File: src/rtl/serializer_pkg.sv
// Shared types and constants for the word-to-bit serializer.
package serializer_pkg;

  // Serializer control states: waiting for a word, shifting bits out, inter-word gap.
  typedef enum logic [1:0] {
    S_IDLE  = 2'd0,
    S_SHIFT = 2'd1,
    S_GAP   = 2'd2
  } ser_state_t;

  // Number of words the input buffer can hold.
  localparam int FIFO_DEPTH = 2;

endpackage

File: src/rtl/sync_fifo2.sv
// Two-entry synchronous FIFO. Pushing while full and popping while empty are ignored.
module sync_fifo2
  import serializer_pkg::*;
#(
  parameter int WIDTH = 8
) (
  input  logic             clk,
  input  logic             rst,
  input  logic             push,
  input  logic             pop,
  input  logic [WIDTH-1:0] wr_data,
  output logic [WIDTH-1:0] rd_data,
  output logic [1:0]       count,
  output logic             full,
  output logic             empty
);

  logic [WIDTH-1:0] mem [2];
  logic             wr_ptr;
  logic             rd_ptr;
  logic             do_push;
  logic             do_pop;

  assign full    = (count == 2'(FIFO_DEPTH));
  assign empty   = (count == 2'd0);
  assign do_push = push && !full;
  assign do_pop  = pop && !empty;
  assign rd_data = mem[rd_ptr];

  // Storage array; its contents are meaningless unless count says so, so no reset is needed.
  always_ff @(posedge clk) begin
    if (do_push) begin
      mem[wr_ptr] <= wr_data;
    end
  end

  // Pointers and occupancy; a simultaneous push and pop leaves the count unchanged.
  always_ff @(posedge clk) begin
    if (rst) begin
      wr_ptr <= 1'b0;
      rd_ptr <= 1'b0;
      count  <= 2'd0;
    end else begin
      if (do_push) wr_ptr <= ~wr_ptr;
      if (do_pop)  rd_ptr <= ~rd_ptr;
      case ({do_push, do_pop})
        2'b10:   count <= count + 2'd1;
        2'b01:   count <= count - 2'd1;
        default: count <= count;
      endcase
    end
  end

endmodule

File: src/rtl/word_bit_serializer.sv
// Buffers parallel words and emits them MSB-first, one bit per clock, framed by first/last.
module word_bit_serializer
  import serializer_pkg::*;
#(
  parameter int WIDTH      = 8,
  parameter int GAP_CYCLES = 1,
  parameter int CNT_W      = 16
) (
  input  logic             clk,
  input  logic             rst,
  input  logic             s_valid,
  output logic             s_ready,
  input  logic [WIDTH-1:0] s_data,
  output logic             m_bit,
  output logic             m_valid,
  output logic             m_first,
  output logic             m_last,
  output logic             busy,
  output logic [CNT_W-1:0] words_sent
);

  localparam int BW       = $clog2(WIDTH);
  localparam int GW       = (GAP_CYCLES > 1) ? $clog2(GAP_CYCLES) : 1;
  localparam int GAP_INIT = (GAP_CYCLES > 0) ? GAP_CYCLES - 1 : 0;

  ser_state_t       state, next_state;
  logic [WIDTH-1:0] shreg, next_shreg;
  logic [BW-1:0]    bit_cnt, next_bit_cnt;
  logic [GW-1:0]    gap_cnt, next_gap_cnt;
  logic [CNT_W-1:0] next_words;
  logic             next_m_bit, next_m_valid, next_m_first, next_m_last;
  logic             next_busy;
  logic             load;

  logic             fifo_push;
  logic             fifo_pop;
  logic [WIDTH-1:0] fifo_data;
  logic [1:0]       fifo_count;
  logic [1:0]       next_count;
  logic             fifo_full;
  logic             fifo_empty;

  // Ready depends only on the registered occupancy, so a pop in the same cycle never frees a slot early.
  assign s_ready    = !fifo_full && !rst;
  assign fifo_push  = s_valid && s_ready;
  assign next_count = fifo_count + {1'b0, fifo_push} - {1'b0, fifo_pop};

  sync_fifo2 #(
    .WIDTH(WIDTH)
  ) u_fifo (
    .clk     (clk),
    .rst     (rst),
    .push    (fifo_push),
    .pop     (fifo_pop),
    .wr_data (s_data),
    .rd_data (fifo_data),
    .count   (fifo_count),
    .full    (fifo_full),
    .empty   (fifo_empty)
  );

  // Next-state logic; the outputs describe the bit that will be on the wire next cycle.
  always_comb begin
    next_state   = state;
    next_shreg   = shreg;
    next_bit_cnt = bit_cnt;
    next_gap_cnt = gap_cnt;
    next_words   = words_sent;
    next_m_bit   = 1'b0;
    next_m_valid = 1'b0;
    next_m_first = 1'b0;
    next_m_last  = 1'b0;
    fifo_pop     = 1'b0;
    load         = 1'b0;

    case (state)
      S_IDLE: begin
        if (!fifo_empty) load = 1'b1;
      end
      S_SHIFT: begin
        if (bit_cnt == '0) begin
          next_words = words_sent + CNT_W'(1);
          if (GAP_CYCLES > 0) begin
            next_state   = S_GAP;
            next_gap_cnt = GW'(GAP_INIT);
          end else if (!fifo_empty) begin
            load = 1'b1;
          end else begin
            next_state = S_IDLE;
          end
        end else begin
          next_shreg   = shreg << 1;
          next_bit_cnt = bit_cnt - BW'(1);
          next_m_valid = 1'b1;
          next_m_bit   = shreg[WIDTH-2];
          next_m_last  = (bit_cnt == BW'(1));
        end
      end
      S_GAP: begin
        if (gap_cnt == '0) begin
          if (!fifo_empty) load = 1'b1;
          else             next_state = S_IDLE;
        end else begin
          next_gap_cnt = gap_cnt - GW'(1);
        end
      end
      default: next_state = S_IDLE;
    endcase

    if (load) begin
      fifo_pop     = 1'b1;
      next_state   = S_SHIFT;
      next_shreg   = fifo_data;
      next_bit_cnt = BW'(WIDTH - 1);
      next_m_valid = 1'b1;
      next_m_bit   = fifo_data[WIDTH-1];
      next_m_first = 1'b1;
    end

    next_busy = (next_state != S_IDLE) || (next_count != 2'd0);
  end

  // State, datapath and registered outputs; reset discards any partially emitted word.
  always_ff @(posedge clk) begin
    if (rst) begin
      state      <= S_IDLE;
      shreg      <= '0;
      bit_cnt    <= '0;
      gap_cnt    <= '0;
      words_sent <= '0;
      m_bit      <= 1'b0;
      m_valid    <= 1'b0;
      m_first    <= 1'b0;
      m_last     <= 1'b0;
      busy       <= 1'b0;
    end else begin
      state      <= next_state;
      shreg      <= next_shreg;
      bit_cnt    <= next_bit_cnt;
      gap_cnt    <= next_gap_cnt;
      words_sent <= next_words;
      m_bit      <= next_m_bit;
      m_valid    <= next_m_valid;
      m_first    <= next_m_first;
      m_last     <= next_m_last;
      busy       <= next_busy;
    end
  end

endmodule

File: config.mk
export PLATFORM = sky130hd
export DESIGN_NAME = word_bit_serializer
export DESIGN_NICKNAME = d
export VERILOG_FILES = /design/src/rtl/serializer_pkg.sv /design/src/rtl/sync_fifo2.sv /design/src/rtl/word_bit_serializer.sv
export SDC_FILE = /design/constraint.sdc
export NUM_CORES = 1
export LEC_CHECK = 0
export CAP_MARGIN = 5
export CORE_MARGIN = 5
export CORE_UTILIZATION = 54
export DETAILED_ROUTE_END_ITERATION = 10
export GPL_ROUTABILITY_DRIVEN = 0
export PLACE_DENSITY_LB_ADDON = 0.05
export SLEW_MARGIN = 20
export SYNTH_ARGS = -nofsm -noshare
export SYNTH_HDL_FRONTEND = slang
export SYNTH_HIERARCHICAL = 1
export SYNTH_SLANG_ARGS = --single-unit
File: constraint.sdc
create_clock -name clk -period 5.36 [get_ports clk]
set_input_delay 0.804 -clock clk [delete_from_list [all_inputs] [get_ports clk]]
set_output_delay 0.804 -clock clk [all_outputs]
set_load 0.03 [all_outputs]
# == Word level (Yosys, flattened, before mapping) ==
# Memories as Yosys holds them, arrays and structs flattened. A register that Yosys moved wholly into a read port is not among the register bits.
# Index checks and enable logic that the tools add are counted.
# classes
reduce_logical,20
eq_ne,8
mux,29
n_bitwise,3
shifts,0
addsub,7
multipliers,0
n_div,0
magnitude_cmp,0
# ops
cell,n
7-bit 2-to-1 mux,3
"16-bit by 1-bit adder with 16-bit output, second input constant",1
1-bit 2-to-1 mux,15
2-bit nonzero test,5
3-bit 2-to-1 mux,3
2-bit 2-to-1 mux,4
"2-bit == test, second input constant",3
2-bit one-hot mux with 3 select lines,1
2-bit AND reduction,3
"2-bit by 1-bit == test with 1-bit output, second input constant",2
1-bit logical AND,4
2-bit zero test,2
"2-bit inequality test, second input constant",2
1-bit one-hot mux with 2 select lines,2
2-bit one-hot mux with 2 select lines,1
"3-bit by 1-bit == test with 1-bit output, second input constant",1
1-bit zero test,3
3-bit zero test,1
1-bit NOT,3
3-bit OR reduction,1
"3-bit by 1-bit subtractor with 3-bit output, second input constant",1
2-bit by 1-bit adder with 2-bit output,1
"2-bit by 1-bit adder with 2-bit output, second input constant",1
2-bit by 1-bit subtractor with 2-bit output,1
3 further kinds,3
# word_totals
latchBits,0
mem_bits_rw,16
input_bits,11
romBits,0
register_bits,38
wordCells,81
n_memories,1
# memory_table
name,words,width,rd,rd_clocked_by_memory_dff,write_ports,line_no,text
u_fifo.mem,2,8,1,1,1,sync_fifo2.sv:18,logic [WIDTH-1:0] mem [2];

# == Depth between registers and ports, before layout ==
# depth
ltp_word,8
ltp_mapped,9
ltp_nobuf,9

# == By module ==
# The synthesis kept the hierarchy.
# modules_own_cells
mod,seq_area_each_um2,instances,cells_each,area_each_um2
word_bit_serializer,660.6,1,171,1520.2
sync_fifo2,580.6,1,51,798.3

# == Worst setup path before layout ==
# No wires, ideal clock.
# synth_path
path_type,input to register
start,input rst
end,"memory u_fifo.mem[0][0], enable pin"
slack_ps,2773
stages,6
n_path_buf,1
t_arrival_ps,2263
required_time_ps,5036
cell_sequence,clkbuf_1 > nor2_1 > and2_1 > inv_1 > or3_1 > inv_1
# synth_between
elab_chain_cells,6
# synth_lines
item,line_no,text
start: declaration,word_bit_serializer.sv:10,"input logic rst,"
1-bit zero test,word_bit_serializer.sv:44,assign s_ready = !fifo_full && !rst;
1-bit logical AND,word_bit_serializer.sv:44,
via s_ready,word_bit_serializer.sv:12,"output logic s_ready,"
1-bit logical AND,word_bit_serializer.sv:45,assign fifo_push = s_valid && s_ready;
via fifo_push,word_bit_serializer.sv:35,logic fifo_push;
1-bit logical AND,sync_fifo2.sv:26,assign do_push = push && !full;
1-bit 2-to-1 mux,sync_fifo2.sv:32,if (do_push) begin
1-bit 2-to-1 mux (not written as such),sync_fifo2.sv:33,mem[wr_ptr] <= wr_data;
end: declaration,sync_fifo2.sv:18,
# The timed path passes the listed nets, and every way through them passes these cells.

# == Final worst setup path ==
# layout_path
start,input rst
end,output s_ready
# layout_between
elab_chain_cells,2
# layout_lines
item,line_no
1-bit zero test,word_bit_serializer.sv:44
1-bit logical AND,word_bit_serializer.sv:44
end: declaration,word_bit_serializer.sv:12
# Every way passes these cells.

==> metrics.md <==
| Metric | Value |
|---|---|
| Worst EP required | approximately 4.6 ns |
| Min Hold Slack | approximately 0.48 ns |
| Clock latency on the worst-skew pair | approximately 0.30 ns |
| CP Class | input pin to output pin |
| Worst Path Buf+Inv | 3 |
| FF/Latch Area | about 1200 sq um |
| Post-synthesis mux area share | 0.0529 |
| Top-area cell type share of the netlist area | 0.328 |
| Most used cell along the critical path | clkdlybuf4s50_1 |
| Most frequent cell after synthesis | dfxtp_1 |
| Nets | 268 |
| CTS Hold Bufs | 0 |
| Clock transition at path regs | 0.09 ns |
| Crit path launch | rst |
| Area grow syn2layout | 18.5% |
| Synthesized net count | 239 |
| Worst Path Max Fanout | 41 |
| Overall routed net length | 4.32 mm |
| Worst path slowest cell | clkdlybuf4s50_1 |
| Top cells by area, synth | dfxtp_1 33%, edfxtp_1 21%, nor2_1 4.2%, mux2_2 3.9%, xnor2_1 3.4% |
| Setup TNS | 0 ns |
| RSZ-0062 raised after global routing | no |
| Placed Instances | 294 |
| Detailed Routing Iterations Pass 1 | 4 |
| Post-CTS Setup Bufs | 0 |
| P per Cell Area | 376 nW/um^2 |
| Fillers | 337 |
| Top_reg_cell synth | dfxtp_1 |
| Max Fclk | 320 MHz |
| Status | finished clean |
| Logic gate share of total power | 0.282 |
| Overall routing resource usage | 0.163 |
| Setup Viol. Count Final | 0 |
| Switching pwr | between 0.0003 and 0.0004 W |
| Gr ovfl total | 0 |
| CTS tree | done |
| Simple-gate portion of the synthesized area | 0.212 |
| Sequential share of power | 0.505 |
| Synth Area in Compound Gates | 0.0723 |
| Starting density of the core | 0.567 |
| I/O pin cnt | 33 |
| Largest family of logic cells by synthesized area | simple AND/OR/NAND/NOR gates |
| Vias | 1601 |
| CTS max path bufs | 2 |
| Hold endpoint | shreg[0] |
| Pleak | 0.956 nW |
| Synth cell types | 41 |
| Die Ht | 75.5 um |
| N_diodes | 0 |
| Switching Share | 0.331 |
| Startpoint of the worst hold path | shreg[0] |
| Clk sinks | 54 |
| Synth async-reset ratio | 0 |
| Synth Area in XOR/XNOR | 0.0604 |
| Avg Synthesized Cell Area | 10.4 sq um |
| CP arrival | 2.32 ns |
| Biggest cell delay along the critical path | ~0.6 ns |
| Number of synthesized flops with an enable pin | 16 |
| Initial antenna violation count | 0 |
| Final ANT Viol Nets | 0 |
| WL/cell | 14.3 um |
| Int Pwr | between 0.0006 and 0.0007 W |
| Yosys warning total | 6 |
| Area occupied by multi-input gates | 996 sq um |
| Max VDD drop | 174 uV |
| R2r startpoint | u_fifo/count[0] |
| Sequential area share after synthesis | 0.535 |
| Clock Power Share | 0.214 |
| Placed Area | between 2000 and 3000 sq um |
| Post-route cell area | 2750 sq um |
| Synthesis-stage register bit count | 54 |
| Via density | between 5 and 6 |
| Number of core rows | 23 |
| Final Cycle Share | 0.583 |
| Starting DRT DRC Count | 137 |
| Input/output buffers | 32 |
| Die area | 5700 sq um |
| Share of post-route cells with drive strength above 1 | 0.0992 |
| Max-cap violations | 0 |
| FF-to-FF setup slack | 3.15 ns |
| Synth cell count leaders | 38 x dfxtp_1, 26 x nor2_1, 16 x edfxtp_1, 16 x nand2_1, 14 x nand3_1 |
| Final Hold Viols | 0 |
| CTS root buffer | clkbuf_8 |
| Cells after synthesis | approximately 220 |
| Die X-Extent | 75.5 um |
| Tmin final | around 3.1 ns |
| Vias in the first global route | ~1500 |
| Core area | roughly 4100 sq um |
| Crit-path cells | clkdlybuf4s50_1 -> buf_4 -> nor2_1 -> clkdlybuf4s50_1 |
| Post-synthesis adder-cell area fraction | 0.0324 |
| Mapped cell area | 2320 sq um |
| Slew @ Worst Pin | 0.591 ns |
| Leading area contributor after synthesis | dfxtp_1 |
| Resized Gates After CTS | 0 |
| Clk_skew | between 0.006 and 0.007 ns |
| Crit path capture type | output pin |
| Worst R2R End | u_fifo/count[1] |
| Pin count of the biggest net entering global routing | 42 |
| Worst hold stages | 2 |
| Detailed placement HPWL | between 2 and 3 mm |
| Final non-filler cell total | 302 |
| H-Tree Level Count | 2 |
| Cts bufs inserted | 5 |
| Slew Limit Headroom | 0.605 |
| R2R cell count | 7 |
| First-pass GRT wire length | 7.03 mm |
| Worst Hold Class | flip-flop to flip-flop |
| CP top delay family | buffers and inverters |
| Startpoint types | input pin |
| Final core occ | 0.672 |
| Max-slew violations | 0 |
| # DRC | 0 |
final cells by class:
type                       count  share of cell area
sequential                    54               0.452
multi-input combinational    148               0.363
timing repair buffer          33               0.119
clock buffer                   5              0.0251
tap                           50              0.0228
inverter                       9              0.0123
clock inverter                 3             0.00592
power groups by stage:
stage	Combinational, W	Clock, W	Sequential (W)
final	0.000291	0.000220	0.000521
after detailed placement	0.000290	0	0.000530
after floorplan	0.000210	0	0.000541
after CTS	0.000293	0.000225	0.000522
after global placement	0.000287	0	0.000529
after global routing	0.000319	0.000242	0.000530
flip-flops by register name (all words and copies together), names as in the netlist, named ones only:
| name | flops |
|---|---|
| bit_cnt | 3 |
| busy | 1 |
| m_bit | 1 |
| m_first | 1 |
| m_last | 1 |
| m_valid | 1 |
| shreg | 7 |
| state | 2 |
| u_fifo/count | 2 |
| u_fifo/mem | 16 |
| u_fifo/rd_ptr | 1 |
| u_fifo/wr_ptr | 1 |
| words_sent | 16 |
through the flow:
stage / setup WS, ns / total power, W
after floorplan: 2.77 / 0.000751
after global placement: 2.22 / 0.000816
after detailed placement: 2.22 / 0.000820
after CTS: 2.22 / 0.00104
after global routing: 2.15 / 0.00109
final: 2.24 / 0.00103
worst max-delay path by stage:
| stage | end | slack, ns | depth (start not counted) |
|---|---|---|---|
| 6_report | s_ready | 2.24 | 4 |
| 5_1_grt | s_ready | 2.15 | 4 |
| 4_1_cts | s_ready | 2.22 | 4 |
| 3_5_place_dp | s_ready | 2.22 | 4 |
| 3_3_place_gp | s_ready | 2.22 | 4 |
| 2_1_floorplan | u_fifo/mem[0][0] | 2.77 | 6 |
metal layers:
layer  vias up  share of wire  global-route usage
met1       739           0.48               0.227
met4         0          0.011              0.0408
li1        831              -                   -
met3         7          0.033              0.0475
met5         -              0                   0
met2        24           0.47               0.252
kinds of logic (layout without fill, tap and decap cells):
logic type | after synthesis | in the layout
buf+inv | 20 | 50
mux | 11 | 11
simple gates | 88 | 88
xor+xnor | 16 | 16
flops | 54 | 54
compound gates | 27 | 27
fa+ha+maj | 6 | 6
placed cells by master (no fill, tap or decap), types with 2 or more instances in the layout:
master and count:
nor2b_1 3, or3_1 6, a311oi_1 6, ha_1 6
nand4_1 2, o21ai_0 5, xnor2_1 9, a21oi_1 12
and2_1 2, clkbuf_8 5, nor3_1 3, nand2_1 16
inv_1 8, mux2_1 2, nand3_1 14, xor2_1 7
mux2_2 8, nor2_1 26, dfxtp_1 38, clkdlybuf4s50_1 32
and3_1 2, nor4_2 2, or2_2 2, edfxtp_1 16
worst min-delay path: stages, from the launching register on:
cell and delay, ns:
dfxtp_1 0.32, nand3_1 0.06, a21oi_1 0.06
(Power assumes the default switching activity.)
==> patch 1, RTL diff (same flow settings) <==
`CNT_W`: 16 -> 12.
--- a/src/rtl/word_bit_serializer.sv
+++ b/src/rtl/word_bit_serializer.sv
@@ -4,7 +4,7 @@
 #(
   parameter int WIDTH      = 8,
   parameter int GAP_CYCLES = 1,
-  parameter int CNT_W      = 16
+  parameter int CNT_W      = 12
 ) (
   input  logic             clk,
   input  logic             rst,
Ports: changed (resized words_sent); port bits go from 33 to 29. The function was not compared with the original's and may differ.
==> patch 1 against the unedited design <==
  * Combinational power up 5%
  * Final area decreased by 7.4%
  * Power up 2.4%
  * Setup slack gained 0.00052 ns
  * Sequential cell count fell by 4
  * Routed wire length down 5.1%
  * Clock skew is 0.00069 ns lower
  * Area after synthesis is 7.7% lower
  * Non-clock buffer count decreased by 4
  * Critical path type unchanged
==> patch 1: results (changes against the unedited design) <==
yosys:
  muxShareOfSynthArea_pct: 6.78  # +1.5 points
  syn-num-nets: 223  # -6.7%
  synth_xor_area_share_pct: 2.46  # -3.6 points
  synth.distinct_cells: 35  # -15%
  postSynthCellCount: 206  # -7.2%
  synth_common_cells: "dfxtp_1 (34), nor2_1 (21), edfxtp_1 (16), a21oi_1 (12), mux2_2 (12)"
  synth_adder_area_share_pct: 3.51  # +0.27 points
global_routing:
  grt_usage_pct: 17.3  # +0.99 points
  grt_pass1_vias: 1531  # +3.2%
  grtUsageMet2_pct: 27.9  # +2.6 points
  grtUsageMet3_pct: 4.13  # -0.62 points
  grt_max_degree: 40  # -4.8%
  grt_pass1_wl_um: 7220  # +2.7%
worst_hold_path:
  min_to: "shreg[2]$_SDFFE_PP0P_"
detailed_routing:
  wirelength_um: 4100  # -5.1%
  drtIter0Drc: 127  # -7.3%
  drt_pass1_iterations: 5  # +1
  m1WireLength_um: 1710  # -18%
  vias: 1614  # +0.81%
run_status:
  outcome: "finished clean"
place:
  place_area_um2: 2440  # -8.5%
  place_inst: 271  # -7.8%
  place_hpwl_um: 2850  # -1.8%
power:
  ir_drop_uv: 189  # +8.3%
  leakage_nw: 0.870  # -9.0%
layout:
  nNetsFinal: 247  # -7.8%
  fillers: 303  # -10%
  top_regs: "u_fifo/mem: 16 flops, words_sent: 12 flops, shreg: 7 flops"
  final_layout_size_suffix_gt1_share_pct: 9.96  # +0.036 points
timing:
  timing.slew.headroom_pct: 44.2  # -16 points
critical_path:
  critPathMaxFanout: 39  # -4.9%
  reg2reg_slack_ns: 3.05  # -0.10 ns
## patch 1: final cells by class
| cell class | instances | area [um2] | area share (%) |
|---|---|---|---|
| Sequential cell | 50 | 1160 | 45.6 |
| Multi-Input combinational cell | 134 | 890 | 35.0 |
| Timing Repair Buffer | 29 | 288 | 11.3 |
| Clock buffer | 7 | 77.6 | 3.05 |
| Tap cell | 48 | 60.1 | 2.36 |
| Inverter | 10 | 37.5 | 1.48 |
| Clock inverter | 1 | 30.0 | 1.18 |
## patch 1: power groups by stage
stage / logic, mW / registers [mW] / clock network [mW]
finish: 0.307 / 0.491 / 0.259
global route: 0.349 / 0.499 / 0.281
CTS: 0.307 / 0.491 / 0.263
detailed placement: 0.305 / 0.499 / 0
global placement: 0.295 / 0.496 / 0
floorplan: 0.218 / 0.508 / 0
==> patch 2, RTL diff (config.mk and constraints unchanged) <==
Without the edit above. Take the reset off `shreg` and `words_sent` and load them in a clocked block of their own.
--- a/src/rtl/word_bit_serializer.sv
+++ b/src/rtl/word_bit_serializer.sv
@@ -124,10 +124,8 @@
   always_ff @(posedge clk) begin
     if (rst) begin
       state      <= S_IDLE;
-      shreg      <= '0;
       bit_cnt    <= '0;
       gap_cnt    <= '0;
-      words_sent <= '0;
       m_bit      <= 1'b0;
       m_valid    <= 1'b0;
       m_first    <= 1'b0;
@@ -135,10 +133,8 @@
       busy       <= 1'b0;
     end else begin
       state      <= next_state;
-      shreg      <= next_shreg;
       bit_cnt    <= next_bit_cnt;
       gap_cnt    <= next_gap_cnt;
-      words_sent <= next_words;
       m_bit      <= next_m_bit;
       m_valid    <= next_m_valid;
       m_first    <= next_m_first;
@@ -147,5 +143,10 @@
     end
   end
 
+  always_ff @(posedge clk) begin
+    shreg      <= next_shreg;
+    words_sent <= next_words;
+  end
+
 endmodule
 
Function: no difference found for any inputs over 10 cycles, from zero or initial values and one cycle with rst high; that may be too few to reach the edited logic, so the function may still have changed.
==> patch 2 against the unedited design <==
  * Setup slack lost 0.11 ns
  * Area after synthesis up 0.76%
  * Final area is 2.1% higher
  * Maximum frequency down 3.3%
  * Sequential cell count stayed put
  * Largest power group unchanged
  * Sequential share of layout area up 7.3 points
  * Routed wire length shrank 10%
  * Critical path type unchanged
  * Power up 18%
==> patch 2: results (changes against the unedited design) <==
global_routing:
  grt_max_degree: 17  # -60%
  grt_pass1_vias: 1449  # -2.3%
  grt_usage_pct: 15.0  # -1.3 points
  grt_pass1_wl_um: 6490  # -7.8%
  grt_antenna_before_repair: 0  # unchanged
yosys:
  syn-num-nets: 201  # -16%
  synth-seq-cells: 54  # unchanged
  synth_edf_count: 39  # +23
  yosysWarnings: 6  # unchanged
  synth_common_cells: "edfxtp_1 (39), nand2_1 (24), dfxtp_1 (15), nor2_1 (10), xnor2_1 (10)"
  synth.distinct_cells: 35  # -15%
  ys_seq_area_share_pct: 63.0  # +9.5 points
  yosys-top-cells-area: "edfxtp_1 (50%), dfxtp_1 (13%), mux2_2 (3.9%)"
  ys_async_sr_fraction_pct: 0  # unchanged
  ys.flop_type: "edfxtp_1"
critical_path:
  r2r_end: "u_fifo/count[1]$_SDFFE_PP0P_"
  r2r_start: "u_fifo/count[0]$_SDFFE_PP0P_"
  critPathCapture: "s_ready"
  reg2reg_depth: 7  # unchanged
  critPathMaxFanout: 16  # -61%
  worstPathArrival_ns: 2.43  # +0.11 ns
  cp-startpoint: "rst"
  reg2reg_slack_ns: 3.12  # -0.03 ns
layout:
  multi_input_gates: 117  # -21%
  signal_buffer_area_fraction_pct: 11.7  # -0.25 points
  nNetsFinal: 237  # -12%
  nNonClkInverters: 9  # unchanged
  multi_input_area_um2: 815  # -18%
  nClkBuffers: 7  # +2
  fillers: 333  # -1.2%
  top_regs: "u_fifo/mem: 16 flops, words_sent: 16 flops, shreg: 7 flops"
  antenna_cells: 0  # unchanged
  seq_area_um2: 1470  # +19%
  final_layout_size_suffix_gt1_share_pct: 11.3  # +1.4 points
  clockNetworkAreaShare_pct: 3.26  # +0.16 points
  buffers: 33  # unchanged
place:
  port_buffers: 32  # unchanged
  place_area_um2: 2710  # +1.9%
  place_hpwl_um: 2820  # -2.6%
detailed_routing:
  routedWlPerCell_um: 14.2  # -0.84%
  drt_pass1_iterations: 4  # unchanged
  vias_per_cell: 5.34  # +0.74%
  drtIter0Drc: 62  # -55%
clock_network:
  cts.path.max_buffers: 2  # unchanged
  clock_latency_ns: 0.30  # about the same
  clkTransAtPathRegs_ns: 0.09  # about the same
  postCtsSetupBuffers: 0  # unchanged
  clock_tree.root_cell: "clkbuf_8"
  htree_levels: 2  # unchanged
  cts_resized: 0  # unchanged
worst_hold_path:
  min_from: "shreg[6]$_DFFE_PP_"
  hold_depth: 2  # unchanged
  min_path_type: "reg -> reg"
timing:
  fin_skew_ns: 0.00894  # +0.00289 ns
  timing.slew.headroom_pct: 64.7  # +4.1 points
power:
  ir_drop_uv: 197  # +13%
  leakage_nw: 1.00  # +5.1%
run_status:
  outcome: "finished clean"
==> patch 2: kinds of logic (layout without fill, tap and decap cells) <==
logic type                 Yosys count  count (layout)  synth area share [%]
AOI/OAI and AO/OA                   14              14                  3.70
xor gates and xnor gates            19              19                  7.12
adders and majority gates            6               6                  3.21
buffers and inverters               13              50                  2.14
DFF                                 54              54                  63.0
muxes                                9               9                  4.29
and+or+nand+nor                     69              69                  16.6
==> patch 2: worst min path at each step <==
stage / to / slack [ns]
floorplan: u_fifo/wr_ptr$_SDFFE_PP0N_ / 0.45
global placement: u_fifo/wr_ptr$_SDFFE_PP0N_ / 0.47
detailed placement: flop / 0.50
CTS: m_bit$_SDFF_PP0_ / 0.52
global route: m_last$_SDFF_PP0_ / 0.55
finish: m_bit$_SDFF_PP0_ / 0.51
==> patch 2: power by group <==
group / total (mW) / switching (mW) / internal (mW)
Clock: 0.227 / 0.122 / 0.104
Sequential: 0.620 / 0.0611 / 0.559
Combinational: 0.375 / 0.223 / 0.152
Total: 1.22 / 0.407 / 0.816
==> patch 2: worst max-delay path, cell delays in order <==
cell             delay [ns]
clkdlybuf4s50_1        0.67
nor2_1                 0.25
clkdlybuf4s50_1        0.70
==> patch 2: metal layers <==
| layer | routed length, um | GRT usage (%) |
|---|---|---|
| met5 | 0 | 0 |
| met2 | 1980 | 26.3 |
| met3 | 240 | 3.30 |
| met4 | 47 | 6.41 |
| met1 | 1600 | 17.6 |
==> patch 2: through the flow <==
| step | worst slack, ns | instances | utilization [%] |
|---|---|---|---|
| 6_report | 2.13 | 273 | 65.8 |
| 5_1_grt | 2.03 | 273 | 65.8 |
| 4_1_cts | 2.12 | 273 | 65.8 |
| 3_5_place_dp | 2.13 | 265 | 63.6 |
| 3_3_place_gp | 2.18 | 265 | 63.6 |
| 2_1_floorplan | 2.95 | 184 | - |
